## config.mk

```make
export PLATFORM = sky130hd
export DESIGN_NAME = fetch_unit
export DESIGN_NICKNAME = d
export VERILOG_FILES = /design/src/rtl/fetch_unit.sv
export SDC_FILE = /design/constraint.sdc
export NUM_CORES = 1
export LEC_CHECK = 0
export CORE_MARGIN = 1.5
export CORE_UTILIZATION = 35
export CTS_CLUSTER_SIZE = 20
export DETAILED_ROUTE_END_ITERATION = 16
export GPL_TIMING_DRIVEN = 1
export HOLD_SLACK_MARGIN = 0.15
export SLEW_MARGIN = 20
export SYNTH_ARGS = -nofsm -noshare
export SYNTH_HDL_FRONTEND = slang
export SYNTH_SLANG_ARGS = --single-unit
```

## constraint.sdc

```tcl
create_clock -name clk -period 14.9 [get_ports clk]
set_clock_uncertainty 0.1 [all_clocks]
set_input_delay 3.725 -clock clk [delete_from_list [all_inputs] [get_ports clk]]
set_output_delay 3.725 -clock clk [all_outputs]
set_load 0.01 [all_outputs]
```

## src/rtl/fetch_unit.sv

```systemverilog
// Instruction-fetch front end: owns the fetch PC, issues in-order imem requests under a
// shared credit limit, buffers responses and presents one (pc, instr) per cycle to IF/ID.
`timescale 1ns/1ps

module fetch_unit #(
  parameter int              XLEN     = 64,
  parameter int              ILEN     = 32,
  parameter logic [XLEN-1:0] RESET_PC = '0,
  parameter int              FQ_DEPTH = 2
) (
  input  logic            clk,
  input  logic            rst,
  output logic            imem_req_valid,
  input  logic            imem_req_ready,
  output logic [XLEN-1:0] imem_req_addr,
  input  logic            imem_rsp_valid,
  input  logic [ILEN-1:0] imem_rsp_data,
  input  logic            redirect_valid,
  input  logic [XLEN-1:0] redirect_pc,
  input  logic            stall,
  output logic            if_valid,
  output logic [ILEN-1:0] if_instr,
  output logic [XLEN-1:0] if_pc,
  output logic            flush_ifid
);

  localparam int CW = $clog2(FQ_DEPTH + 1);
  localparam int PW = (FQ_DEPTH > 1) ? $clog2(FQ_DEPTH) : 1;
  localparam logic [ILEN-1:0] NOP = ILEN'(32'h0000_0013);

  logic            run;
  logic [XLEN-1:0] fetch_pc;
  logic            epoch;

  logic [XLEN-1:0] ob_pc [FQ_DEPTH];
  logic            ob_ep [FQ_DEPTH];
  logic [PW-1:0]   ob_rd, ob_wr;
  logic [CW-1:0]   out_cnt;

  logic [XLEN-1:0] q_pc    [FQ_DEPTH];
  logic [ILEN-1:0] q_instr [FQ_DEPTH];
  logic [PW-1:0]   q_rd, q_wr;
  logic [CW-1:0]   q_cnt;

  logic            q_valid, pop, accept, rsp_fire, keep;
  logic [CW:0]     occ;
  logic [XLEN-1:0] redirect_aligned;

  function automatic logic [PW-1:0] ptr_inc(input logic [PW-1:0] p);
    return (p == PW'(FQ_DEPTH - 1)) ? '0 : p + 1'b1;
  endfunction

  assign q_valid          = (q_cnt != '0);
  assign pop              = q_valid & ~stall;
  assign occ              = (CW+1)'(out_cnt) + (CW+1)'(q_cnt) - (CW+1)'(pop);
  // run holds off the first request until one full cycle after reset release.
  assign imem_req_valid   = run & (occ < (CW+1)'(FQ_DEPTH)) & ~redirect_valid;
  assign imem_req_addr    = fetch_pc;
  assign accept           = imem_req_valid & imem_req_ready;
  assign rsp_fire         = imem_rsp_valid & (out_cnt != '0);
  assign keep             = rsp_fire & (ob_ep[ob_rd] == epoch) & ~redirect_valid;
  assign redirect_aligned = redirect_pc & ~XLEN'(3);

  assign if_valid   = q_valid;
  assign if_instr   = q_valid ? q_instr[q_rd] : NOP;
  assign if_pc      = q_valid ? q_pc[q_rd]    : '0;
  assign flush_ifid = redirect_valid & rst;

  // NOTE: sequential state uses non-blocking assignments so every flop samples pre-edge values.
  always_ff @(posedge clk or negedge rst) begin
    if (!rst) begin
      run      <= 1'b0;
      fetch_pc <= RESET_PC;
      epoch    <= 1'b0;
      ob_rd    <= '0;
      ob_wr    <= '0;
      out_cnt  <= '0;
      q_rd     <= '0;
      q_wr     <= '0;
      q_cnt    <= '0;
    end else begin
      run <= 1'b1;
      if (redirect_valid) begin
        fetch_pc <= redirect_aligned;
        epoch    <= ~epoch;
      end else if (accept) begin
        fetch_pc <= fetch_pc + XLEN'(4);
      end

      if (accept)   ob_wr <= ptr_inc(ob_wr);
      if (rsp_fire) ob_rd <= ptr_inc(ob_rd);
      out_cnt <= out_cnt + CW'(accept) - CW'(rsp_fire);

      if (redirect_valid) begin
        q_rd  <= '0;
        q_wr  <= '0;
        q_cnt <= '0;
      end else begin
        if (keep) q_wr <= ptr_inc(q_wr);
        if (pop)  q_rd <= ptr_inc(q_rd);
        q_cnt <= q_cnt + CW'(keep) - CW'(pop);
      end
    end
  end

  // NOTE: storage arrays carry no reset; the counters alone say which entries are meaningful.
  always_ff @(posedge clk) begin
    // Retag every in-flight request with the old epoch so a second redirect cannot revive it.
    if (redirect_valid) begin
      for (int i = 0; i < FQ_DEPTH; i++) ob_ep[i] <= epoch;
    end
    if (accept) begin
      ob_pc[ob_wr] <= fetch_pc;
      ob_ep[ob_wr] <= epoch;
    end
    if (keep) begin
      q_pc[q_wr]    <= ob_pc[ob_rd];
      q_instr[q_wr] <= imem_rsp_data;
    end
  end

  a_rsp_without_req: assert property (@(posedge clk) disable iff (!rst)
    !(imem_rsp_valid && out_cnt == '0));

endmodule
```

### After elaboration in Yosys (flattened, before gate mapping)

Memories as Yosys holds them, arrays and structs flattened.
Cells that the tools add are included.

| cells by class | value |
|---|---|
| equality and inequality tests | 1 |
| magnitude comparators | 1 |
| multiply operators | 0 |
| reductions and logical operators | 6 |
| add/subtract/negate cells | 11 |
| bitwise logic cells | 11 |
| shifts and indexed selects | 0 |
| divide/modulo/power cells | 0 |
| muxes and demuxes | 22 |

Operator list:

| cell | count |
|---|---|
| 2-to-1 mux 64 bit | 3 |
| adder 64 x 3 -> 64 bit, second input constant | 1 |
| 2-to-1 mux 32 bit | 1 |
| 2-to-1 mux 1 bit | 17 |
| nonzero test 2 bit | 5 |
| AND 1 bit | 8 |
| adder 1 bit, second input constant | 4 |
| adder 2 x 1 -> 2 bit | 2 |
| subtractor 2 x 1 -> 2 bit | 2 |
| adder 2 x 2 -> 3 bit | 1 |
| less-than comparator 3 x 2 -> 1 bit, second input constant | 1 |
| NOT 1 bit | 3 |
| subtractor 3 x 1 -> 3 bit | 1 |
| 2-to-1 mux 2 bit | 1 |
| == test 1 bit | 1 |
| OR reduction 1 bit | 1 |

| word-level totals | value |
|---|---|
| word-level logic and storage cells | 65 |
| bits in read-only memories | 0 |
| input bits | 102 |
| memory bits (writable) | 322 |
| flip-flop bits (word level) | 74 |
| output and inout port bits | 163 |
| bits in latches | 0 |
| memories kept | 4 |

Memory list:

| memory | words | width | rd ports | clocked after Yosys merged registers in | write ports | line | RTL |
|---|---|---|---|---|---|---|---|
| ob_pc | 2 | 64 | 1 | 0 | 1 | 35 | `logic [XLEN-1:0] ob_pc [FQ_DEPTH];` |
| q_pc | 2 | 64 | 1 | 0 | 1 | 40 | `logic [XLEN-1:0] q_pc [FQ_DEPTH];` |
| q_instr | 2 | 32 | 1 | 0 | 1 | 41 | `logic [ILEN-1:0] q_instr [FQ_DEPTH];` |
| ob_ep | 2 | 1 | 1 | 0 | 2 | 36 | `logic ob_ep [FQ_DEPTH];` |

### Depth between registers and ports, before layout

Gate-level depths: netlist (run 1).

| logic depth | value |
|---|---|
| depth after elaboration | 11 |
| depth in mapped cells | 16 |
| depth with buffers taken out | 15 |

### Worst setup path before layout (run 1)

OpenSTA, ideal clock, no wires.

| timing | value |
|---|---|
| path kind | input port to flip-flop |
| from | input port redirect_valid |
| to | memory q_instr[0][0] (enable) |
| data arrival time | 10.755 ns |
| path buffers | 3 |
| cell stages on the path | 4 |
| required time | 14.138 ns |
| path slack | 3.383 ns |
| library setup time | 0.662 ns |
| cells stage by stage | clkbuf_1 -> clkbuf_1 -> buf_1 -> nor3_1 |

| on the way | value |
|---|---|
| longest elaborated chain between the ends | 4 |

Ends and longest elaborated chain:

| item | line | RTL |
|---|---|---|
| start: declaration | 18 | `input logic redirect_valid,` |
| NOT 1 bit | 61 | `assign keep = rsp_fire & (ob_ep[ob_rd] == epoch) & ~redirect_valid;` |
| AND 1 bit | 61 |  |
| 2-to-1 mux 1 bit | 116 | `if (keep) begin` |
| 2-to-1 mux 1 bit (not written as such) | 118 | `q_instr[q_wr] <= imem_rsp_data;` |
| end: declaration | 41 |  |

Every way passes these cells.

### Final worst setup path (run 1)

| timing | value |
|---|---|
| from | input port stall |
| to | output port imem_req_valid |

| on the way | value |
|---|---|
| longest elaborated chain between the ends | 6 |

Ends and longest elaborated chain:

| item | line | RTL |
|---|---|---|
| start: declaration | 20 | `input logic stall,` |
| NOT 1 bit | 54 | `assign pop = q_valid & ~stall;` |
| AND 1 bit | 54 |  |
| subtractor 3 x 1 -> 3 bit | 55 | `assign occ = (CW+1)'(out_cnt) + (CW+1)'(q_cnt) - (CW+1)'(pop);` |
| less-than comparator 3 x 2 -> 1 bit | 57 | `assign imem_req_valid = run & (occ < (CW+1)'(FQ_DEPTH)) & ~redirect_valid;` |
| AND 1 bit (2 in series) | 57 |  |
| end: declaration | 13 | `output logic imem_req_valid,` |

Every way passes these cells.

==> results of run 1 <==
-- cells in the final DEF, fill, tap and decap left out, drive strengths merged, types with 2 or more instances in the layout --
| cell type | count |
|---|---|
| and3 | 10 |
| a211o | 5 |
| nor2 | 132 |
| mux2i | 102 |
| nand2 | 80 |
| mux2 | 62 |
| o31ai | 10 |
| nand4 | 37 |
| a221o | 9 |
| nand3 | 21 |
| ha | 6 |
| conb | 5 |
| buf | 16 |
| or2 | 3 |
| clkdlybuf4s50 | 256 |
| nor3b | 4 |
| and2 | 9 |
| clkinv | 11 |
| or4 | 11 |
| edfxtp | 314 |
| o41ai | 2 |
| inv | 15 |
| nor4b | 3 |
| nor4 | 21 |
| diode | 3 |
| nor2b | 11 |
| xnor2 | 18 |
| and4 | 9 |
| a22oi | 3 |
| o211ai | 5 |
| dfrtp | 72 |
| clkbuf | 62 |
| nor3 | 16 |
| xor2 | 19 |
| a31oi | 15 |
| o21ai | 28 |
| bufinv | 2 |
-- path summary, 6_finish.rpt --
path | startpoint | endpoint | slack (ns)
setup / recovery | stall | imem_req_valid | 4.37
hold / removal | out_cnt[1] | out_cnt[1] | 0.42
setup reg to reg | q_cnt[1] | ob_pc[0][17] | 9.41
hold reg to reg | out_cnt[1] | out_cnt[1] | 0.42
max in group asynchronous | rst | imem_req_addr[45] | 10.74
min in group asynchronous | rst | imem_req_addr[52] | 3.02
-- registers in the layout (all words and copies together), names as in the netlist, 2 cells and up --
name and flops:
q_cnt 2, out_cnt 2, q_pc 124, imem_req_addr 62, ob_pc 124, ob_ep 2
q_instr 64
-- cell type report --
class                      instances  area [µm²]
fill                            4118       24600
sequential                       386       11200
multi-input combinational        668        4630
timing repair buffer             272        2740
clock buffer                      62        1190
tap                              600         751
clock inverter                    15         136
inverter                          14        52.6
antenna                            3        7.51
-- metal layers --
| metal | GRT usage | share of wire |
|---|---|---|
| met1 | 0.232 | 0.44 |
| met4 | 0.0752 | 0.034 |
| met2 | 0.299 | 0.48 |
| met5 | 0 | 0.00056 |
| met3 | 0.0314 | 0.043 |
-- through the flow --
stage | cell area (µm²) | util | std cells | total power, mW | hold WS (ns)
floorplan | 16100 | - | 1122 | 2.01 | 0.368
global placement | 19300 | 0.426 | 1937 | 2.51 | 0.393
detailed placement | 19400 | 0.427 | 1939 | 2.53 | 0.407
CTS | 20700 | 0.456 | 2016 | 3.55 | 0.418
global route | 20700 | 0.457 | 2018 | 3.68 | 0.454
finish | 20700 | 0.457 | 2020 | 3.51 | 0.423
-- report_power, final --
group	switching, mW	leakage (nW)	internal (mW)	total [mW]
sequential	0.115	3.70	1.35	1.47
clock	0.425	0.648	0.588	1.01
combinational	0.531	2.52	0.496	1.03
total	1.07	6.87	2.44	3.51
-- kinds of logic after synthesis --
family / synth area share
and+or+nand+nor: 0.115
DFF: 0.698
other: 0.000467
AOI/OAI and AO/OA: 0.0360
xor gates and xnor gates: 0.0201
buffers and inverters: 0.0173
adders and majority gates: 0.00591
muxes: 0.107
-- critical path: stages --
cell and delay [ns]:
clkdlybuf4s50_1 0.43, nor2_1 0.27, ha_1 0.29, inv_1 0.08, nand2_1 0.07, fa_1 0.42, xnor2_1 0.26, nor3_1 0.50
clkdlybuf4s50_1 0.64
==> impl_metrics.yaml, run 1 <==
clocking:
  cts_tree: "yes"
  cts.htree.levels: 2
  numClockSinks: 386
  clk_latency_ns: 0.57
  cts_root_buf: "clkbuf_16"
  cts_resized: 0
  cts_setup_buffers: 0
  clk_pin_slew_ns: 0.06
  cts_buffer_depth: 3
  cts_hold_buf: 0
  numCtsBuffers: 42
timing:
  setup_viol: 0
  period_needed_ns: 10.53
  fin_tns_setup_ns: 0
  hold_violations: 0
  fmax_ghz: 0.0950
  rsz0062_at_grt: "false"
  layout_setup_ws_ns: 4.37
  tightest_slew_ns: 1.15
  fin_crit_sh: 0.707
  slew_viol_final: 0
  max_slew_margin: 0.229
logic_synthesis:
  synth_top_area_frac: 0.586
  ys_top_cells_by_count: "edfxtp_1 (314), nor2_1 (132), mux2i_1 (102)"
  synth_edf_count: 314
  postSynth.asyncResetShare: 0.187
  ys_warn_count: 0
  synth_top_cells_by_area: "edfxtp_1 (59%), dfrtp_1 (11%), mux2i_1 (6.3%), mux2_2 (4.3%), nor2_1 (3.1%)"
  synth_top_area_cell: "edfxtp_1"
  ys_ff_latch: 386
  syn_area_um2: 16100
  synthCells: 1119
  synthFlopType: "edfxtp_1"
  yosysMostFrequentCell: "edfxtp_1"
  ys_seq_area_frac: 0.698
  synth_cell_type_count: 54
  avgSynthCellArea_um2: 14.4
detailed_routing:
  drtAntennaViolNets: 0
  wl_um: 42600
  first_pass_iters: 5
  num_vias: 10100
  wire_per_inst_um: 21.1
  drtIter0Drc: 634
  drc_errors: 0
  viasPerCell: 5.02
global_routing:
  grt_antenna_before_repair: 4
  grt_pass1_wl_um: 63400
  grt_max_degree: 65
  overflow: 0
  grt_pass1_vias: 10300
  grt_usage: 0.180
final_layout:
  final_nets: 1493
  area_growth_pct: 28.9
  drive_gt1_frac: 0.109
floorplan:
  dieWidth_um: 217
  core_um2: 45400
  fp.dieH_um: 217
  rows: 78
  dieArea_um2: 47300
  io_pins: 265
  initial_utilization: 0.355
worst_setup_path:
  crit_fanout: 6
  end_kind: "output pin"
  worstSetupPathType: "input port to output pin"
  r2r_cells: 12
  start_kind: "input port"
  worstPathArrival_ns: 6.70
  cp.required_ns: 11.07
pwr:
  max-vdd-ir-drop_uv: 103
  cellLeakagePower_nw: 6.87
  p_per_area_nw_per_um2: 169
hold_path:
  hp-class: "register to register"
  hold_depth: 1
placement:
  io_buffers: 258
  hpwl_um: 27600
  post-place-ws_ns: 4.40
  routabilityCongestion: 0.791
run_status:
  outcome: "complete, no violations"
run:
  maxCapViolations: 0
No activity file was read; power rests on OpenSTA's default activity.
==> run 2, diff against run 1 <==
==> constraint.sdc (replaced) <==
create_clock -name clk -period 9.18 [get_ports clk]
set_clock_uncertainty 0.1 [all_clocks]
set_input_delay 2.295 -clock clk [delete_from_list [all_inputs] [get_ports clk]]
set_output_delay 2.295 -clock clk [all_outputs]
set_load 0.01 [all_outputs]
==> impl_metrics.yaml, run 2 (synthesized netlist as in run 1, its figures left out) <==
clocking:
  cts_setup_buffers: 0
  clk_latency_ns: 0.58
  cts_buffer_depth: 3
  numClockSinks: 386
  cts_root_buf: "clkbuf_16"
  numCtsBuffers: 44
  cts_tree: "yes"
  cts.htree.levels: 2
  cts_hold_buf: 0
  clk_pin_slew_ns: 0.05
  cts_resized: 0
floorplan:
  dieArea_um2: 47300
  fp.dieH_um: 217
  io_pins: 265
  initial_utilization: 0.355
  dieWidth_um: 217
  rows: 78
  core_um2: 45400
run_status:
  outcome: "complete, no violations"
final_layout:
  final_cell_mix: "edfxtp_1 (314), clkdlybuf4s50_1 (256), nor2_1 (130), mux2i_1 (102), nand2_1 (80)"
  diodes: 0
  fillers: 4083
  final_nets: 1494
  area_growth_pct: 29.5
  reg.largest.list: "ob_pc (124), q_pc (124), q_instr (64)"
  drive_gt1_frac: 0.114
  final_common_cell: "edfxtp_1"
timing:
  period_needed_ns: 7.48
  tightest_slew_ns: 1.09
  hold_violations: 0
  slew_viol_final: 0
  layout_setup_ws_ns: 1.70
  rsz0062_at_grt: "false"
  setup_viol: 0
  fin_crit_sh: 0.814
  fmax_ghz: 0.134
  fin_tns_setup_ns: 0
  max_slew_margin: 0.270
pwr:
  clkPwrFrac: 0.303
  seq_power_share: 0.419
  cellLeakagePower_nw: 6.92
  p_per_area_nw_per_um2: 278
  p_comb_frac: 0.277
  switching_power_mw: 1.75
  p_int_mw: 4.04
  p_sw_frac: 0.302
  max-vdd-ir-drop_uv: 169
worst_setup_path:
  slowest_stage: "clkdlybuf4s50_1"
  crit_fanout: 6
  cpPeakStageDelay_ns: 0.64
  crit_top_cell: "clkdlybuf4s50_1"
  worstSetupPathType: "input port to output pin"
  crit_chain: "clkdlybuf4s50_1 > nor2_1 > ha_1 > inv_1 > nand2_1 > fa_1 > xnor2_1 > nor3_1 > clkdlybuf4s50_1"
  end_kind: "output pin"
  path_delay_family: "buffers and inverters"
  cp.required_ns: 6.79
  worst-path-buf-inv: 3
  start_kind: "input port"
  worstPathArrival_ns: 5.08
hold_path:
  hp-class: "register to register"
detailed_routing:
  wire_per_inst_um: 20.9
  wl_um: 42200
  first_pass_iters: 5
  viasPerCell: 5.04
  drc_errors: 0
  drtIter0Drc: 671
  drtAntennaViolNets: 0
  num_vias: 10200
placement:
  hpwl_um: 27400
  post-place-ws_ns: 1.71
  io_buffers: 258
  routabilityCongestion: 0.793
global_routing:
  grt_usage: 0.178
  grt_pass1_wl_um: 63000
  grt_max_degree: 87
  grt_pass1_vias: 10200
  grt_antenna_before_repair: 3
  overflow: 0
run:
  maxCapViolations: 0
run 2: changes by cell type in the layout (fill, tap and decap cells not counted), moves of 2 or more:
| cell | previous run | this run |
|---|---|---|
| clkbuf_1 | 15 | 4 |
| clkbuf_16 | 43 | 46 |
| clkbuf_8 | 4 | 6 |
| clkinv_1 | 3 | 8 |
| clkinvlp_4 | 1 | 3 |
| diode_2 | 3 | 0 |
run 2: metal layers:
layer  global-route usage  routed length, µm  vias up
met5                    0                 39        -
met4               0.0479                814        6
met3               0.0374               1880       56
met2                0.295              20500      239
met1                0.237              18900     5112
li1                     -                  -     4755
run 2: final timing paths:
| path | from | endpoint | slack, ns | depth (start not counted) |
|---|---|---|---|---|
| max | stall | imem_req_valid | 1.70 | 9 |
| min | out_cnt[1] | out_cnt[1] | 0.41 | 1 |
| max reg2reg | q_cnt[1] | ob_pc[0][41] | 4.45 | 13 |
| min reg2reg | out_cnt[1] | out_cnt[1] | 0.41 | 1 |
| max in group asynchronous | rst | ob_rd | 6.38 | 2 |
| min in group asynchronous | rst | imem_req_addr[39] | 1.56 | 1 |
run 2: worst reg2reg max path, stage by stage (launching register included):
cell	delay, ns
dfrtp_1	0.43
nor2_4	0.45
nor2_1	0.14
ha_1	0.30
inv_1	0.07
nand2_1	0.07
fa_1	0.43
xor2_1	0.48
nand2_1	0.47
nor2_1	0.27
inv_1	0.17
nor2_4	0.53
buf_16	0.24
buf_4	0.27
run 2: per-stage QoR:
| stage | util | cell area [µm²] | std cells | hold slack (ns) | total power [mW] |
|---|---|---|---|---|---|
| 5_1_grt | 0.459 | 20800 | 2018 | 0.423 | 6.06 |
| 3_3_place_gp | 0.426 | 19300 | 1938 | 0.396 | 4.07 |
| 2_1_floorplan | - | 16100 | 1122 | 0.368 | 3.26 |
| 4_1_cts | 0.459 | 20800 | 2018 | 0.406 | 5.87 |
| 6_report | 0.459 | 20800 | 2018 | 0.405 | 5.78 |
| 3_5_place_dp | 0.427 | 19400 | 1939 | 0.390 | 4.10 |
run 2: power by group through the flow:
stage | logic (mW) | registers (mW) | clock network (mW)
floorplan | 0.927 | 2.33 | 0
global placement | 1.61 | 2.46 | 0
detailed placement | 1.63 | 2.46 | 0
CTS | 1.64 | 2.43 | 1.80
global route | 1.74 | 2.46 | 1.87
finish | 1.60 | 2.43 | 1.75
run 2: cell type report:
cell class / instances / area (µm²) / share of cell area
repair buffers: 271 / 2710 / 0.130
well taps: 600 / 751 / 0.0360
flip-flops and latches: 386 / 11200 / 0.539
clock inverters: 23 / 211 / 0.0101
inverters: 14 / 52.6 / 0.00252
clock buffers: 56 / 1250 / 0.0599
multi-input cells: 668 / 4630 / 0.222
==> run 3, diff against run 2 <==
==> constraint.sdc (replaced) <==
create_clock -name clk -period 6.7 [get_ports clk]
set_clock_uncertainty 0.1 [all_clocks]
set_input_delay 1.675 -clock clk [delete_from_list [all_inputs] [get_ports clk]]
set_output_delay 1.675 -clock clk [all_outputs]
set_load 0.01 [all_outputs]
==> impl_metrics.yaml, run 3 (synthesized netlist as in run 1, its figures left out) <==
detailed_routing:
  num_vias: 10200
  wl_um: 42000
  drtAntennaViolNets: 0
  viasPerCell: 5.06
  drtIter0Drc: 683
  wire_per_inst_um: 20.8
  first_pass_iters: 6
  drc_errors: 0
timing:
  period_needed_ns: 6.20
  timing.hold.ws_ns: 0.412
  fin_tns_setup_ns: 0
  rsz0062_at_grt: "false"
  fin_crit_sh: 0.925
  slew_viol_final: 0
  hold_violations: 0
  fmax_ghz: 0.161
  layout_setup_ws_ns: 0.503
  tightest_slew_ns: 1.05
  max_slew_margin: 0.300
  setup_viol: 0
clocking:
  cts.htree.levels: 2
  cts_setup_buffers: 0
  cts_tree: "yes"
  cts_root_buf: "clkbuf_16"
  clk_latency_ns: 0.57
  cts_hold_buf: 0
  cts_resized: 0
  numCtsBuffers: 43
  numClockSinks: 386
  cts_buffer_depth: 3
  clk_pin_slew_ns: 0.06
global_routing:
  grt_pass1_wl_um: 62900
  grt_max_degree: 75
  grt_antenna_before_repair: 2
  grt_pass1_vias: 10200
  grt_usage: 0.178
  overflow: 0
floorplan:
  fp.dieH_um: 217
  dieArea_um2: 47300
  rows: 78
  io_pins: 265
  initial_utilization: 0.355
  dieWidth_um: 217
  core_um2: 45400
worst_setup_path:
  r2r-end: "ob_pc[0][16]"
  worstReg2RegStart: "q_cnt[1]"
  worstPathArrival_ns: 4.42
  crit_fanout: 6
  reg2reg_slack_ns: 2.74
  worstSetupPathType: "input port to output pin"
  end_kind: "output pin"
  r2r_cells: 12
  cp.required_ns: 4.93
  start_kind: "input port"
final_layout:
  fillers: 4139
  final_nets: 1496
  area_growth_pct: 28.6
  diodes: 0
  final_cell_mix: "edfxtp_1 (314), clkdlybuf4s50_1 (256), nor2_1 (130), mux2i_1 (102), nand2_1 (80)"
  reg.largest.list: "ob_pc (124), q_pc (124), q_instr (64)"
  drive_gt1_frac: 0.109
  final_common_cell: "edfxtp_1"
  postLayoutCoreUtil: 0.456
  design_area_um2: 20700
placement:
  placed_cell_area_um2: 19400
  routabilityCongestion: 0.804
  io_buffers: 258
  hpwl_um: 27700
  post-place-ws_ns: 0.496
run:
  maxCapViolations: 0
hold_path:
  hold_depth: 1
  min_from: "out_cnt[1]"
  hold_end: "out_cnt[1]"
  hp-class: "register to register"
pwr:
  p_per_area_nw_per_um2: 374
  max-vdd-ir-drop_uv: 222
  cellLeakagePower_nw: 6.86
run_status:
  outcome: "complete, no violations"
-- run 3: cell count changes in the layout (fill, tap and decap cells not counted) --
cell / before / now
clkbuf_1: 4 / 13
clkbuf_8: 6 / 1
buf_4: 13 / 16
bufinv_16: 3 / 1
clkbuf_16: 46 / 44
buf_16: 1 / 0
buf_6: 0 / 1
clkinvlp_4: 3 / 2
inv_8: 0 / 1
-- run 3: worst max-delay path by stage --
stage	slack, ns	end	cells after the start	from
after detailed placement	0.50	imem_req_valid	9	stall
after global placement	0.47	imem_req_valid	9	stall
after global routing	0.34	imem_req_valid	9	stall
after floorplan	0.07	ob_pc[0][10]	11	stall
final	0.50	imem_req_valid	9	stall
after CTS	0.48	imem_req_valid	9	stall
-- run 3: where the power goes --
group	internal, mW	leakage [nW]	switching, mW
combinational	1.09	2.52	1.10
sequential	3.00	3.70	0.318
clock	1.26	0.639	0.953
-- run 3: worst max-delay path, stage by stage --
cell and delay (ns):
clkdlybuf4s50_1 0.42, nor2_1 0.17, ha_1 0.26, inv_1 0.07
nand2_1 0.07, fa_1 0.41, xnor2_1 0.28, nor3_1 0.44
clkdlybuf4s50_1 0.63
-- run 3: cell type report --
class	count	area, µm²	share of cell area
Sequential cell	386	11200	0.543
Multi-Input combinational cell	668	4630	0.223
Timing Repair Buffer	274	2710	0.131
Clock buffer	58	1160	0.0562
Tap cell	600	751	0.0363
Clock inverter	21	155	0.00750
Inverter	14	52.6	0.00254
-- run 3: metrics by stage --
stage | total power [mW] | cells
3_3_place_gp | 5.58 | 1942
3_5_place_dp | 5.61 | 1942
5_1_grt | 8.13 | 2021
2_1_floorplan | 4.46 | 1122
6_report | 7.73 | 2021
4_1_cts | 7.87 | 2021
-- run 3: routing by layer --
| metal | routed length [µm] | global-route usage | vias to the layer above |
|---|---|---|---|
| met2 | 20500 | 0.295 | 286 |
| met5 | 31 | 0 | - |
| met4 | 934 | 0.0563 | 4 |
| met3 | 2240 | 0.0336 | 55 |
| li1 | - | - | 4762 |
| met1 | 18300 | 0.236 | 5117 |
